### config.mk
export PLATFORM = sky130hd
export DESIGN_NAME = mem_access_ctrl
export DESIGN_NICKNAME = d
export VERILOG_FILES = /design/src/rtl/mem_access_ctrl.sv
export SDC_FILE = /design/constraint.sdc
export NUM_CORES = 1
export LEC_CHECK = 0
export CORE_ASPECT_RATIO = 0.8
export CORE_MARGIN = 4
export CORE_UTILIZATION = 38
export CTS_CLUSTER_DIAMETER = 40
export DETAILED_ROUTE_END_ITERATION = 8
export GPL_TIMING_DRIVEN = 0
export PLACE_DENSITY = 0.89
export SLEW_MARGIN = 10
export SYNTH_ARGS = -nofsm -noshare
export SYNTH_HDL_FRONTEND = slang
export SYNTH_SLANG_ARGS = --single-unit
### constraint.sdc
create_clock -name clk -period 1.79 [get_ports clk]
set_clock_uncertainty 0.15 [all_clocks]
set_input_delay 0.4475 -clock clk [delete_from_list [all_inputs] [get_ports clk]]
set_output_delay 0.4475 -clock clk [all_outputs]
set_load 0.05 [all_outputs]
### src/rtl/mem_access_ctrl.sv
// Request sequencer for the 2048x16 synchronous memory.
// Turns one CPU valid/ready request into a single-cycle rd or wr strobe.
module mem_access_ctrl #(
  parameter int ADDR_W = 11,
  parameter int DATA_W = 16
) (
  input  logic              clk,
  input  logic              rst_n,
  input  logic              req,
  input  logic              req_we,
  input  logic [ADDR_W-1:0] req_addr,
  input  logic [DATA_W-1:0] req_wdata,
  output logic              ready,
  output logic              ack,
  output logic [DATA_W-1:0] rdata,
  output logic [ADDR_W-1:0] mem_address,
  output logic [DATA_W-1:0] mem_data_in,
  output logic              mem_rd,
  output logic              mem_wr,
  input  logic [DATA_W-1:0] mem_data_out
);

  typedef enum logic [1:0] {
    IDLE,
    RD_ISSUE,
    RD_CAP,
    WR_ISSUE
  } state_t;

  state_t            state_q, state_d;
  logic              ack_d, rd_d, wr_d;
  logic [ADDR_W-1:0] addr_d;
  logic [DATA_W-1:0] din_d, rdata_d;

  assign ready = (state_q == IDLE);

  always_comb begin
    state_d = state_q;
    ack_d   = 1'b0;
    rd_d    = 1'b0;
    wr_d    = 1'b0;
    addr_d  = mem_address;
    din_d   = mem_data_in;
    rdata_d = rdata;
    unique case (state_q)
      IDLE: begin
        if (req) begin
          addr_d = req_addr;
          din_d  = req_wdata;
          if (req_we) begin
            wr_d    = 1'b1;
            state_d = WR_ISSUE;
          end else begin
            rd_d    = 1'b1;
            state_d = RD_ISSUE;
          end
        end
      end
      // memory registers its output on this edge
      RD_ISSUE: state_d = RD_CAP;
      RD_CAP: begin
        rdata_d = mem_data_out;
        ack_d   = 1'b1;
        state_d = IDLE;
      end
      WR_ISSUE: begin
        ack_d   = 1'b1;
        state_d = IDLE;
      end
      default: state_d = IDLE;
    endcase
  end

  always_ff @(posedge clk) begin
    if (!rst_n) begin
      state_q     <= IDLE;
      ack         <= 1'b0;
      mem_rd      <= 1'b0;
      mem_wr      <= 1'b0;
      mem_address <= '0;
      mem_data_in <= '0;
      rdata       <= '0;
    end else begin
      state_q     <= state_d;
      ack         <= ack_d;
      mem_rd      <= rd_d;
      mem_wr      <= wr_d;
      mem_address <= addr_d;
      mem_data_in <= din_d;
      rdata       <= rdata_d;
    end
  end

endmodule

# [Word-level counts from Yosys, hierarchy flattened]
# Cells that the tools add are included.
[totals] regBits=48 output_inout_bits=47 elab_cells=21
[classes] eq_ne=4 mux=6 reduce_logical=4
[ops] operator="$pmux W2 S3" n=1
[ops] operator="$eq A2 B2 Y1 const B" n=2
[ops] operator="$mux W2" n=2
[ops] operator="$mux W1" n=3
[ops] operator="$reduce_and A3 Y1" n=1
[ops] operator="$eq A2 B1 Y1 const B" n=1
[ops] operator="$logic_not A2 Y1" n=1
[ops] operator="$ne A2 B2 Y1 const B" n=1
[ops] operator="$reduce_and A2 Y1" n=1
[ops] operator="$reduce_or A2 Y1" n=1

# [Depth between registers and ports, before layout]
# Gate-level depths: netlist (run 1).
[logic_depth] word_depth=3 mapped_depth=5 ltp_nobuf=3

# [Least setup slack after synthesis (run 1)]
# Ideal clock, no wire load.
[synth_timing] kind="register -> register" from="register state_q[1]" to="register mem_rd" arrival_time_ns=1.423 setup_slack_ns=0.152 stages_incl_launch_ff=4 period_less_slack_ns=1.638 cell_sequence="dfxtp_1 -> nor2_1 -> and3_1 -> nor2b_1"
[synth_between] elab_chain_cells=2
[synth_lines] item="start, declared" line="30" rtl="state_t state_q, state_d;"
[synth_lines] item="start signal, assigned" line="84" rtl="state_q <= state_d;"
[synth_lines] item="$logic_not A2 Y1"
[synth_lines] item="named net ready" line="13" rtl="output logic ready,"
[synth_lines] item="$reduce_and A3 Y1 (no source line)"
[synth_lines] item="end signal, assigned" line="86" rtl="mem_rd <= rd_d;"
[synth_lines] item="end, declared" line="18" rtl="output logic mem_rd,"
# The timed path passes the listed nets, and every way through them passes these cells.
# A chain may end at the register's enable or synchronous reset.

# [Worst setup path in the final report (run 1)]
[layout_timing] from="register mem_address[2]" to="output port mem_address[2]"
[layout_lines] item="start, declared" line="16" rtl="output logic [ADDR_W-1:0] mem_address,"
[layout_lines] item="start signal, assigned" line="88" rtl="mem_address <= addr_d;"
# No word-level cell between the ends.

==> flow_summary.toml, run 1 <==
[global_route]
grt_antenna_before_repair = 0
grt_max_degree = 14
grt_pass1_vias = 1587
grt_overflow = 0
grt_pass1_wl_um = 7340
grt_usage = 0.157

[job]
drv_cap = 0

[cts]
cts_tree = "built"
cts-root-buf = "clkbuf_8"
clk_latency_ns = 0.28
cts.sinks = 48
cts_buffers = 5
cts_buffer_depth = 2
htreeDepth = 2
ctsHoldBuffers = 0
cts.clk_slew.worst_paths_ns = 0.08

[pwr]
intPower_mw = 1.67
max-vdd-ir-drop_mv = 0.501
power_mw = 2.39
clockPowerShare = 0.267
total_leakage_power_nw = 1.17
seqPwrFrac = 0.487
power.switching_uw = 725
switching_share = 0.303
powerDensity_nw_per_um2 = 853
combPwrFrac = 0.246

[floorplan]
die_height_um = 68.8
core-area_um2 = 4310
die_area_um2 = 5770
die_width_um = 83.9
rows = 21
io-pin-count = 94
initial_core_util = 0.407

[sta]
period_needed_ns = 1.75
fin_ws_ns = 0.0360
fmax_mhz = 570
holdWs_ns = 0.298
finalCritPeriodShare = 0.980
maxSlewHeadroom = 0.663
setup_viol = 0
tightest_slew_ns = 0.508
rsz0062_at_grt = "no"
slew_violations = 0
hold_viol_final = 0

[yosys]
synth-seq-area-share = 0.548
syn-cell-area_um2 = 1750
synth_area_leader_cell = "dfxtp_1"
async_reset_ff_frac = 0
ys_warn_count = 0
syn_inst = 204
synth_edf_count = 0
synth_cell_type_count = 21
synth_area_per_cell_um2 = 8.59
synth_nets = 251
yosys-top-cells-area = "dfxtp_1 55%, nand2_1 13%, nand3_1 7.7%"
ys.flop_type = "dfxtp_1"
synthMostInstantiatedCell = "nand2_1"
ys_ff_latch = 48
yosys-top-cells-count = "59 x nand2_1, 48 x dfxtp_1, 27 x nand3_1"
synth_top_area_share = 0.548

[routing]
avgViaCountPerCell = 4.71
wl_per_cell_um = 12.6
wl_um = 4580
first_pass_iters = 4
postRouteAntennaNets = 0
vias = 1710
drtIter0Drc = 92
drcViolationCount = 0

[placed_design]
place_area_um2 = 2750
post-place-ws_ns = -0.329
place_hpwl_um = 3480
gp_routability_congestion = 0.739
numPortBuffers = 92

[final_layout]
nNetsFinal = 352
antennaDiodeCount = 0
final_core_util = 0.651
regArea_um2 = 961
fillers = 406
drive_above_1_share = 0.0817
area_growth_pct = 60.0
multi_input_area_um2 = 686
design_area_um2 = 2810

[setup_path]
crit_buf_inv = 1
required_ns = 1.19
cp-end-kind = "output port"
worstPathMaxFanout = 2
max_stage_delay_ns = 0.54
path_cells = "dlygate4sd2_1"
path_delay_family = "buffers and inverters"
arrival_ns = 1.16
critPathSlowestCell = "dlygate4sd2_1"
path_class = "flop to output port"
worst_setup_path_start_kind = "flop"

[outcome]
status = "finished clean"

[hold_path]
hp-class = "flop to flop"
[cell type report]
type	count	area share
timing repair buffer	94	0.318
multi-input combinational	139	0.244
buffer	17	0.0379
sequential	48	0.343
clock buffer	8	0.0321
tap	57	0.0254
[what timing repair did]
action,in CTS,in global routing
cloned,0,0
gates resized for setup,51,19
endpoints found under the setup margin,59,18
setup buffers,2,0
[per-layer routing]
| metal | GRT usage | vias to the layer above | wire (um) |
|---|---|---|---|
| li1 | - | 875 | - |
| met1 | 0.198 | 772 | 2160 |
| met2 | 0.266 | 59 | 2000 |
| met3 | 0.0570 | 4 | 390 |
| met4 | 0.0301 | 0 | 33 |
| met5 | 0 | - | 0 |
[registers in the layout, indices dropped and copies added, names as in the netlist]
signal	cells
mem_data_in	16
rdata	16
mem_address	11
state_q	2
ack	1
mem_rd	1
mem_wr	1
[power by group through the flow]
stage / Sequential [mW] / Clock, mW / Combinational (mW)
finish: 1.16 / 0.639 / 0.589
global route: 1.17 / 0.702 / 0.628
CTS: 1.16 / 0.660 / 0.590
detailed placement: 1.19 / 0 / 0.625
global placement: 1.19 / 0 / 0.621
floorplan: 1.40 / 0 / 0.147
[cell usage in the layout (no fill, tap or decap)]
cell type / instances
o21ai_1: 5
and2_1: 1
dfxtp_1: 48
buf_6: 3
clkdlybuf4s50_1: 45
clkdlybuf4s15_1: 17
and2_2: 1
nor2_1: 1
buf_2: 5
nand3_1: 27
nor3b_1: 1
a21oi_1: 1
dlygate4sd2_1: 28
nor3b_4: 1
and3_1: 1
clkbuf_8: 6
nor2b_1: 2
a21boi_1: 10
clkbuf_2: 4
o21ai_0: 22
a21boi_0: 6
nand2b_1: 1
clkbuf_1: 6
buf_4: 5
nand2_1: 59
[stage by stage]
stage	TNS, ns	std cells
5_1_grt	0	363
6_report	0	363
4_1_cts	0	363
3_5_place_dp	-7.83	353
3_3_place_gp	-7.67	353
2_1_floorplan	0	204
[final timing paths]
kind	to	start	cells past startpoint	slack (ns)
worst max-delay path	mem_address[2]	mem_address[2]	1	0.04
worst max register to register	rdata[12]	state_q[1]	5	0.42
worst min register to register	mem_data_in[3]	mem_data_in[3]	2	0.30
worst min-delay path	mem_data_in[3]	mem_data_in[3]	2	0.30
[logic make-up (layout without fill, tap and decap cells)]
| group | after synthesis | in the layout | share of synthesized area |
|---|---|---|---|
| compound gates | 44 | 44 | 0.148 |
| buf+inv | 17 | 119 | 0.0607 |
| flops | 48 | 48 | 0.548 |
| simple gates | 95 | 95 | 0.243 |
Note: power is estimated with default switching activity, not from simulation.
==> run 2: changes to the inputs <==
--- a/config.mk
+++ b/config.mk
@@ -12,6 +12,7 @@
 export DETAILED_ROUTE_END_ITERATION = 8
 export GPL_TIMING_DRIVEN = 0
 export PLACE_DENSITY = 0.89
+export SETUP_SLACK_MARGIN = 0.2
 export SLEW_MARGIN = 10
 export SYNTH_ARGS = -nofsm -noshare
 export SYNTH_HDL_FRONTEND = slang
==> run 2 against run 1 <==
  * Final area is 4.0% lower
  * Routed wire length is 1.6% higher
  * Utilization is 2.6 points lower
  * First-iteration DRC count is 15% lower
  * Power is 7.8% higher
  * Sequential share of layout area is 1.5 points higher
  * Non-clock buffer count is 1 higher
  * Critical path depth is 1 higher
  * Largest cell class is now flip-flops and latches
  * Highest routed layer unchanged
==> flow_summary.toml, run 2 (synthesis gave the netlist of run 1 again) <==
[sta]
rsz0062_at_grt = "yes"
finalCritPeriodShare = 0.874
fmax_mhz = 639
maxSlewHeadroom = 0.711
fin_ws_ns = 0.226
setup_viol = 0
tightest_slew_ns = 0.434
period_needed_ns = 1.56
slew_violations = 0
hold_viol_final = 0

[placed_design]
post-place-ws_ns = -0.311
place_area_um2 = 2750
numPortBuffers = 92
gp_routability_congestion = 0.726
place_hpwl_um = 3490

[cts]
cts_buffers = 5
cts_buffer_depth = 2
cts-root-buf = "clkbuf_8"
cts.clk_slew.worst_paths_ns = 0.08
cts.sinks = 48
htreeDepth = 2
clk_latency_ns = 0.29
cts_tree = "built"

[hold_path]
worstHoldStart = "mem_data_in[3]"
hp-class = "flop to flop"
whs_path_depth = 2
holdPathEnd = "mem_data_in[3]"

[final_layout]
top_regs = "mem_data_in: 16 flops, rdata: 16 flops, mem_address: 11 flops"
nNetsFinal = 353
fillers = 394
final_cell_mix = "59 x nand2_1, 50 x buf_2, 46 x dfxtp_1"
drive_above_1_share = 0.248
antennaDiodeCount = 0
final_common_cell = "nand2_1"
design_area_um2 = 2690
area_growth_pct = 53.6

[job]
drv_cap = 0

[setup_path]
cp-end-kind = "output port"
arrival_ns = 0.97
r2r-end = "mem_data_in[13]"
worstPathMaxFanout = 5
path_class = "flop to output port"
r2r_slack_ns = 0.50
reg2reg_depth = 4
worst_setup_path_start_kind = "flop"
r2r_start = "state_q[1]"
required_ns = 1.19

[global_route]
grt_pass1_vias = 1657
grt_max_degree = 15
grt_overflow = 0
grt_pass1_wl_um = 7700
grt_usage = 0.166
grt_antenna_before_repair = 0

[routing]
wl_um = 4660
wl_per_cell_um = 12.8
drcViolationCount = 0
avgViaCountPerCell = 4.68
drtIter0Drc = 78
postRouteAntennaNets = 0
first_pass_iters = 4
vias = 1703

[pwr]
powerDensity_nw_per_um2 = 958
intPower_mw = 1.84
total_leakage_power_nw = 1.16
clockPowerShare = 0.322
power.switching_uw = 740
power_mw = 2.58
combPwrFrac = 0.227
seqPwrFrac = 0.451
max-vdd-ir-drop_mv = 0.572
switching_share = 0.287

[floorplan]
rows = 21
die_height_um = 68.8
initial_core_util = 0.407
core-area_um2 = 4310
io-pin-count = 94
die_area_um2 = 5770
die_width_um = 83.9

[outcome]
status = "finished clean"
-- run 2: power by group through the flow --
stage	clock, mW	sequential, mW	combinational, mW
detailed placement	0	1.19	0.626
CTS	0.852	1.16	0.580
global route	0.898	1.17	0.627
global placement	0	1.19	0.621
floorplan	0	1.40	0.148
finish	0.830	1.16	0.585
-- run 2: how the worst max path moves through the flow --
stage	from	end	depth (start not counted)
floorplan	state_q[1]	ready	1
global placement	req	mem_address[9]	4
detailed placement	req	mem_address[9]	4
CTS	state_q[1]	ready	2
global route	state_q[0]	ready	2
finish	state_q[0]	ready	2
-- run 2: repair_timing --
| action | CTS | global route |
|---|---|---|
| buffers inserted | 2 | 1 |
| resized for setup | 230 | 22 |
| pin swaps | 0 | 1 |
| hold buffers | 0 | 0 |
| endpoints found under the setup margin | 74 | 30 |
-- run 2: layout make-up --
cell class,count,area (um2),area share
clock inverter,1,30.0,0.0112
buffer,17,119,0.0441
sequential,48,963,0.358
tap,57,71.3,0.0265
clock buffer,7,96.3,0.0358
multi-input combinational,139,688,0.256
timing repair buffer,95,724,0.269
-- run 2: per-layer routing --
metal,GRT usage,vias up,share of wire
li1,-,876,-
met1,0.200,759,0.44
met2,0.271,62,0.45
met3,0.0748,6,0.098
met4,0.0542,0,0.011
met5,0,-,0
-- run 2: stage by stage --
step | std cells | hold WS (ns) | utilization | TNS, ns
global placement | 353 | 0.285 | 0.638 | -7.20
floorplan | 204 | 0.369 | - | 0
global route | 364 | 0.319 | 0.625 | 0
CTS | 363 | 0.300 | 0.622 | 0
detailed placement | 353 | 0.291 | 0.638 | -6.88
finish | 364 | 0.297 | 0.625 | 0
-- run 2: critical path: stages, from the launching register on --
cell     delay (ns)
dfxtp_2        0.36
nor2_2         0.14
buf_6          0.17
==> run 3: changes to the inputs <==
--- a/config.mk
+++ b/config.mk
@@ -6,7 +6,6 @@
 export NUM_CORES = 1
 export LEC_CHECK = 0
 export CORE_ASPECT_RATIO = 0.8
-export CORE_MARGIN = 4
 export CORE_UTILIZATION = 38
 export CTS_CLUSTER_DIAMETER = 40
 export DETAILED_ROUTE_END_ITERATION = 8
==> run 3 against run 2 <==
  * Sequential cell count unchanged
  * Clock power decreased by 17%
  * Critical path depth unchanged
  * Highest routed layer unchanged
  * Critical path type unchanged
  * Routed wire length increased by 3.4%
  * Sequential power about the same
  * Register-to-register slack got worse by 0.08 ns
  * Fmax decreased by 1.1%
  * Worst setup slack got worse by 0.017 ns
  * Utilization decreased by 0.78 points
==> flow_summary.toml, run 3 (synthesis gave the netlist of run 1 again) <==
[final_layout]
final_cell_mix = "59 x nand2_1, 50 x buf_2, 46 x dfxtp_1"
antennaDiodeCount = 0
nNetsFinal = 353
fillers = 396
final_common_cell = "nand2_1"
final_core_util = 0.617
fin_cells = 363
area_growth_pct = 51.7
top_regs = "mem_data_in: 16 flops, rdata: 16 flops, mem_address: 11 flops"
drive_above_1_share = 0.245

[routing]
avgViaCountPerCell = 4.81
drcViolationCount = 0
wl_per_cell_um = 13.3
first_pass_iters = 4
wl_um = 4810
vias = 1745
postRouteAntennaNets = 0
drtIter0Drc = 96

[sta]
rsz0062_at_grt = "yes"
finalCritPeriodShare = 0.883
maxSlewHeadroom = 0.714
fmax_mhz = 632
slew_violations = 0
period_needed_ns = 1.58
tightest_slew_ns = 0.428
hold_viol_final = 0
holdWs_ns = 0.302
setup_viol = 0

[pwr]
max-vdd-ir-drop_mv = 0.767
total_leakage_power_nw = 1.14
powerDensity_nw_per_um2 = 917

[setup_path]
worst_setup_path_start_kind = "flop"
r2r-end = "rdata[1]"
cp-end-kind = "output port"
r2r_slack_ns = 0.42
worstPathMaxFanout = 6
reg2reg_depth = 5
r2r_start = "state_q[1]"
required_ns = 1.19
path_class = "flop to output port"
critPathSlowestCell = "dfxtp_2"
max_stage_delay_ns = 0.36
path_cells = "nor2_2 -> buf_6"
arrival_ns = 0.98

[hold_path]
worstHoldStart = "mem_address[4]"
holdPathEnd = "mem_address[4]"
whs_path_depth = 2
hp-class = "flop to flop"

[floorplan]
initial_core_util = 0.407
core-area_um2 = 4310
io-pin-count = 94
die_width_um = 77.9
die_height_um = 62.8
die_area_um2 = 4890
rows = 21

[outcome]
status = "finished clean"

[cts]
cts_buffers = 5
cts.clk_slew.worst_paths_ns = 0.08
cts_tree = "built"
clk_latency_ns = 0.30
cts-root-buf = "clkbuf_8"
cts.sinks = 48
cts_buffer_depth = 2
htreeDepth = 2

[global_route]
grt_max_degree = 14
grt_antenna_before_repair = 0
grt_pass1_vias = 1715
grt_pass1_wl_um = 7910
grt_usage = 0.205
grt_overflow = 0

[job]
drv_cap = 0

[placed_design]
numPortBuffers = 92
placed_cells = 353
place_hpwl_um = 3410
gp_routability_congestion = 0.713
-- run 3: cell count changes in the layout (fill, tap and decap cells not counted), sizes merged --
cell and delta:
buf +1, bufinv -1, clkbuf -1
-- run 3: repair_timing --
| item | in CTS | in global routing |
|---|---|---|
| cloned | 0 | 0 |
| gates resized for setup | 231 | 19 |
| buffers inserted | 3 | 0 |
| endpoints found under the setup margin | 74 | 28 |
| hold buffers | 0 | 0 |
-- run 3: layer usage --
| layer | vias up | global-route usage | share of wire |
|---|---|---|---|
| met5 | - | 0 | 0 |
| met4 | 0 | 0.0694 | 0.015 |
| met3 | 10 | 0.0540 | 0.065 |
| met2 | 61 | 0.350 | 0.46 |
| met1 | 791 | 0.251 | 0.46 |
| li1 | 883 | - | - |
-- run 3: worst max-delay path by stage --
stage | start | endpoint | slack [ns] | cells past startpoint
3_5_place_dp | req | mem_data_in[12] | -0.31 | 4
2_1_floorplan | state_q[1] | ready | 0.38 | 1
6_report | state_q[1] | ready | 0.21 | 2
3_3_place_gp | req | mem_address[1] | -0.31 | 4
5_1_grt | state_q[1] | ready | 0.15 | 2
4_1_cts | state_q[1] | ready | 0.08 | 2
-- run 3: report_power, final --
part / switching, mW / internal, mW / leakage [nW]
Clock: 0.341 / 0.344 / 0.0503
Sequential: 0.0333 / 1.13 / 0.394
Combinational: 0.374 / 0.213 / 0.701
-- run 3: stage by stage --
stage / total power, mW / area [um2] / setup TNS [ns] / setup WS, ns
global route: 2.55 / 2660 / 0 / 0.154
global placement: 1.81 / 2750 / -7.16 / -0.307
finish: 2.44 / 2660 / 0 / 0.209
detailed placement: 1.82 / 2750 / -7.32 / -0.306
floorplan: 1.55 / 1760 / 0 / 0.378
CTS: 2.45 / 2650 / 0 / 0.0804
-- run 3: worst max-delay path, delay by kind of cell (launching register included) --
| family | cells | cell delay (ns) |
|---|---|---|
| buf+inv | 1 | 0.17 |
| flops | 1 | 0.36 |
| simple gates | 1 | 0.15 |
-- run 3: layout make-up --
type	instances	area, um2	area share
flip-flops and latches	48	963	0.362
repair buffers	95	724	0.272
multi-input cells	139	688	0.259
plain buffers	17	115	0.0433
clock buffers	7	96.3	0.0362
well taps	57	71.3	0.0268
